**config.mk**
```make
export PLATFORM = sky130hd
export DESIGN_NAME = mem_ctrl
export DESIGN_NICKNAME = d
export VERILOG_FILES = /design/src/rtl/mem_ctrl.sv
export SDC_FILE = /design/constraint.sdc
export NUM_CORES = 1
export LEC_CHECK = 0
export CAP_MARGIN = 10
export CELL_PAD_IN_SITES_DETAIL_PLACEMENT = 1
export CELL_PAD_IN_SITES_GLOBAL_PLACEMENT = 2
export CORE_AREA = 2 2 63 65
export DETAILED_ROUTE_END_ITERATION = 10
export DIE_AREA = 0 0 65 67
export PLACE_DENSITY = 0.81
export SLEW_MARGIN = 10
export SYNTH_ARGS = -nofsm -noshare
export SYNTH_HDL_FRONTEND = slang
export SYNTH_SLANG_ARGS = --single-unit
```
**constraint.sdc**
```tcl
create_clock -name clk -period 2.5 [get_ports clk]
set_clock_uncertainty 0.2 [all_clocks]
set_input_delay 0.75 -clock clk [delete_from_list [all_inputs] [get_ports clk]]
set_output_delay 0.75 -clock clk [all_outputs]
set_load 0.02 [all_outputs]
```
**src/rtl/mem_ctrl.sv**
```systemverilog
// Sequencing controller in front of the word-line decoder: accepts one request at a
// time, then walks the array through precharge, word-line access and sense capture.
module mem_ctrl #(
  parameter int ADDR_W        = 3,
  parameter int DATA_W        = 4,
  parameter int ACCESS_CYCLES = 2
) (
  input  logic              clk,
  input  logic              rst,
  input  logic              req_valid,
  output logic              req_ready,
  input  logic              req_we,
  input  logic [ADDR_W-1:0] req_addr,
  input  logic [DATA_W-1:0] req_wdata,
  output logic [ADDR_W-1:0] dec_addr,
  output logic              precharge,
  output logic              wl_en,
  output logic              bl_we,
  output logic [DATA_W-1:0] bl_wdata,
  input  logic [DATA_W-1:0] sense_data,
  output logic              rsp_valid,
  output logic [DATA_W-1:0] rsp_rdata
);

  typedef enum logic [1:0] {
    IDLE = 2'd0,
    PRE  = 2'd1,
    ACC  = 2'd2,
    DONE = 2'd3
  } state_e;

  localparam logic [3:0] LAST_CNT = 4'(ACCESS_CYCLES - 1);

  state_e              state_q;
  logic [3:0]          cnt_q;
  logic                we_q;
  logic [ADDR_W-1:0]   dec_addr_q;
  logic [DATA_W-1:0]   bl_wdata_q;
  logic [DATA_W-1:0]   rsp_rdata_q;
  logic                precharge_q;
  logic                wl_en_q;
  logic                bl_we_q;
  logic                rsp_valid_q;

  // Ready is a pure decode of the state register, gated by reset so a request held
  // through reset is taken on the very first edge after release.
  assign req_ready = (state_q == IDLE) && !rst;

  // NOTE: sequential state uses non-blocking assignments so every register samples
  // pre-edge values regardless of statement order inside the block.
  always_ff @(posedge clk or posedge rst) begin
    if (rst) begin
      state_q     <= IDLE;
      cnt_q       <= '0;
      we_q        <= 1'b0;
      dec_addr_q  <= '0;
      bl_wdata_q  <= '0;
      rsp_rdata_q <= '0;
      precharge_q <= 1'b0;
      wl_en_q     <= 1'b0;
      bl_we_q     <= 1'b0;
      rsp_valid_q <= 1'b0;
    end else begin
      case (state_q)
        IDLE: begin
          if (req_valid) begin
            dec_addr_q  <= req_addr;
            bl_wdata_q  <= req_wdata;
            we_q        <= req_we;
            precharge_q <= 1'b1;
            state_q     <= PRE;
          end
        end
        PRE: begin
          precharge_q <= 1'b0;
          wl_en_q     <= 1'b1;
          bl_we_q     <= we_q;
          cnt_q       <= '0;
          state_q     <= ACC;
        end
        ACC: begin
          cnt_q <= cnt_q + 4'd1;
          if (cnt_q == LAST_CNT) begin
            wl_en_q     <= 1'b0;
            bl_we_q     <= 1'b0;
            rsp_valid_q <= 1'b1;
            if (!we_q) rsp_rdata_q <= sense_data;
            state_q     <= DONE;
          end
        end
        DONE: begin
          rsp_valid_q <= 1'b0;
          state_q     <= IDLE;
        end
        default: state_q <= IDLE;
      endcase
    end
  end

  assign dec_addr  = dec_addr_q;
  assign bl_wdata  = bl_wdata_q;
  assign rsp_rdata = rsp_rdata_q;
  assign precharge = precharge_q;
  assign wl_en     = wl_en_q;
  assign bl_we     = bl_we_q;
  assign rsp_valid = rsp_valid_q;

endmodule

```
==> results <==
## state kept, by name, indices dropped and copies added (netlist names)
register,cells
bl_wdata,4
cnt_q,4
rsp_rdata,4
dec_addr,3
state_q,2
bl_we,1
precharge,1
rsp_valid,1
we_q,1
wl_en,1
## kinds of logic (layout without fill, tap and decap cells)
| group | Yosys count | count (layout) |
|---|---|---|
| AO/OA/AOI/OAI | 13 | 13 |
| adder cells (fa/ha/maj) | 6 | 6 |
| buffers and inverters | 10 | 44 |
| flip-flops | 22 | 22 |
| multiplexers | 15 | 15 |
| AND/OR/NAND/NOR | 15 | 15 |
## power groups by stage
stage          registers [mW]  clock network, mW  logic (mW)
6_report                0.640              0.253       0.970
5_1_grt                 0.667              0.275        1.07
4_1_cts                 0.643              0.264       0.994
3_5_place_dp            0.650                  0       0.994
3_3_place_gp            0.635                  0       0.958
2_1_floorplan           0.787                  0       0.432
## how the worst min path moves through the flow
stage                start           to  slack, ns  cells past startpoint
6_report       bl_wdata[2]  bl_wdata[2]       0.31                      1
3_5_place_dp   dec_addr[0]  dec_addr[0]       0.30                      1
4_1_cts        bl_wdata[2]  bl_wdata[2]       0.32                      1
2_1_floorplan   state_q[0]   state_q[0]       0.32                      1
3_3_place_gp   bl_wdata[1]  bl_wdata[1]       0.29                      1
5_1_grt        bl_wdata[2]  bl_wdata[2]       0.35                      1
## cells in the final DEF, fill, tap and decap left out
cell             Yosys  routed
clkbuf_8             0       4
nor3_4               1       1
ha_1                 6       6
o22a_1               1       1
nand3_1              4       4
mux2_2              12      12
inv_1                8       8
nand2_1              4       4
or3b_1               1       1
nand2b_1             1       1
clkdlybuf4s50_1      0      29
o22ai_1              2       2
o21ai_0              2       2
a22o_2               1       1
dfrtp_1             22      22
o311ai_0             1       1
nor2_1               2       2
buf_2                1       1
mux2i_1              3       3
buf_4                0       2
nor2b_1              2       2
a21oi_1              6       6
## critical path: cells and delay by family
kind	cells	cell delay, ns
AND/OR/NAND/NOR	1	0.11
buffers and inverters	2	0.59
## per-stage QoR
step                utilization (%)  hold WS, ns
floorplan                         -        0.317
global placement               37.8        0.290
detailed placement             37.8        0.299
CTS                            39.2        0.318
global route                   39.2        0.346
finish                         39.2        0.312
## area by class of cell
cell class	instances	area share [%]
sequential	22	39.0
timing repair buffer	32	22.0
tap	48	4.25
multi-input combinational	49	28.8
clock buffer	4	3.90
inverter	8	2.13
## layer usage
| layer | wire [um] | up-vias |
|---|---|---|
| li1 | - | 347 |
| met1 | 872 | 363 |
| met2 | 1220 | 26 |
| met3 | 105 | 2 |
| met4 | 34 | 0 |
| met5 | 0 | - |
## what timing repair did
| action | in CTS | in global routing |
|---|---|---|
| endpoints found under the setup margin | 1 | 0 |
| resized for setup | 4 | 0 |
| hold buffers | 0 | 0 |
==> results.tsv <==
metric	value	unit
Slew @ Worst Pin	0.369	ns
Post-Synth Adder-Cell Area	7.54	%
top cell type by total area after synthesis	dfrtp_1	
Power Dens Cells	1320	nW/um2
maximum clock frequency	418	MHz
Compound-Gate Fraction of Synth Area	8.04	%
setup TNS	0	ns
Placement Cell Area	1360	um2
initial antenna violation count	0	
main combinational cell family by area after synthesis	multiplexers	
root buf cell	clkbuf_8	
combinational group share of total power	52.1	%
Clk pin slew, worst setup/hold paths	0.07	ns
Internal	1.15	mW
RSZ-0062 raised after global routing	false	
#FFs+latches synth	22	
endpoints failing hold	0	
Reg2Reg Launch Point	state_q[0]	
synth warn	0	
Setup WS pre-CTS	-0.340	ns
die width	65	um
leak pwr	0.610	nW
final instance area	1410	um2
routed vias	738	
share of synthesized area spent on multiplexers	16.6	%
Tot GR Track Use	11.5	%
layout cell share with drive strength beyond 1	18.3	%
HP Class	reg -> reg	
status	completed	
Startpoint Class	primary input	
GR peak layer	met2	
number of global-route vias before repair	865	
Synth Cell Area	996	um2
I/O Buffers	30	
EDFF count, synth	0	
pin count of the biggest net entering global routing	23	
Post-Synth XOR/XNOR Area	0	%
Crit path largest cell delay	0.42	ns
max-cap viol count	0	
Worst EP arrival	1.44	ns
dpl cells	159	
DR iter-0 viols	11	
Worst VDD drop	0.345	mV
die area	4360	um2
crit path kind	in -> out	
drt first pass iters	3	
# fillers	410	
Reg power frac	34.4	%
Global Route met2 Usage	23.6	%
total gr overflow	0	
r2r setup slk	0.47	ns
post-synthesis sequential area ratio	55.3	%
Residual DRC	0	
DR WL/cell	13.7	um
Core ar.	3610	um2
worst-path cell chain	clkdlybuf4s50_1, nor2b_1, buf_2	
CP Capture Point	req_ready	
Die H	67	um
Multi-input gate area	407	um2
diode count	0	
CTS tree	built	
Power, Total	1.86	mW
total routed wirelength	2230	um
IO Pins	31	
final std cells w/o fill	163	
register area	551	um2
H-tree lvl count	1	
Post-DRT Antenna Nets	0	
clock latency on the worst-skew pair	0.26	ns
via/cell ratio	4.53	
Reg-to-Reg End	rsp_rdata[0]	
RePlAce Congestion	0.696	
Worst Setup SP	rst	
Synth Net Count	102	
Yosys top cell area share	55.3	%
Synth top cells by count	dfrtp_1, mux2_2, inv_1	
ys async rst share	100	%
fin. max-slew vios	0	
Area growth syn-to-layout	41.8	%
Tmin final	2.39	ns
Setup WS post-layout	0.106	ns
CTS buffer count	3	
clock sink count	22	
Worst Reg-to-Reg Cells	5	
Starting Density	27.6	%
met1 Usage GRT	11.1	%
CP max stage cell	clkdlybuf4s50_1	
largest fanout on the critical path	2	
post-synthesis simple-gate area fraction	8.67	%
period utilisation layout	95.7	%
Post CTS Setup Buffer Count	0	
Net Sw Frac	38.4	%
Clk network pwr share	13.6	%
FP Rows	22	
Psw	0.716	mW
CP endpoint kind	output port	
first-pass GRT wire length	3770	um
Post-synth top flop	dfrtp_1	
nets	137	
syn_area_per_cell	12.3	um2
Setup violations, final	0	
data required time of the worst path	1.55	ns
most frequent cell after synthesis	dfrtp_1	
clk buf depth	2	
HPWL after DPL	1750	um
Yosys cell types	20	
Slew Limit Headroom	75.4	%
cells after synthesis	81	
Area contributors post-synth	dfrtp_1, mux2_2, ha_1, a21oi_1, mux2i_1	
met3 global-route usage	1.35	%
Note: power is estimated with default switching activity, not from simulation.
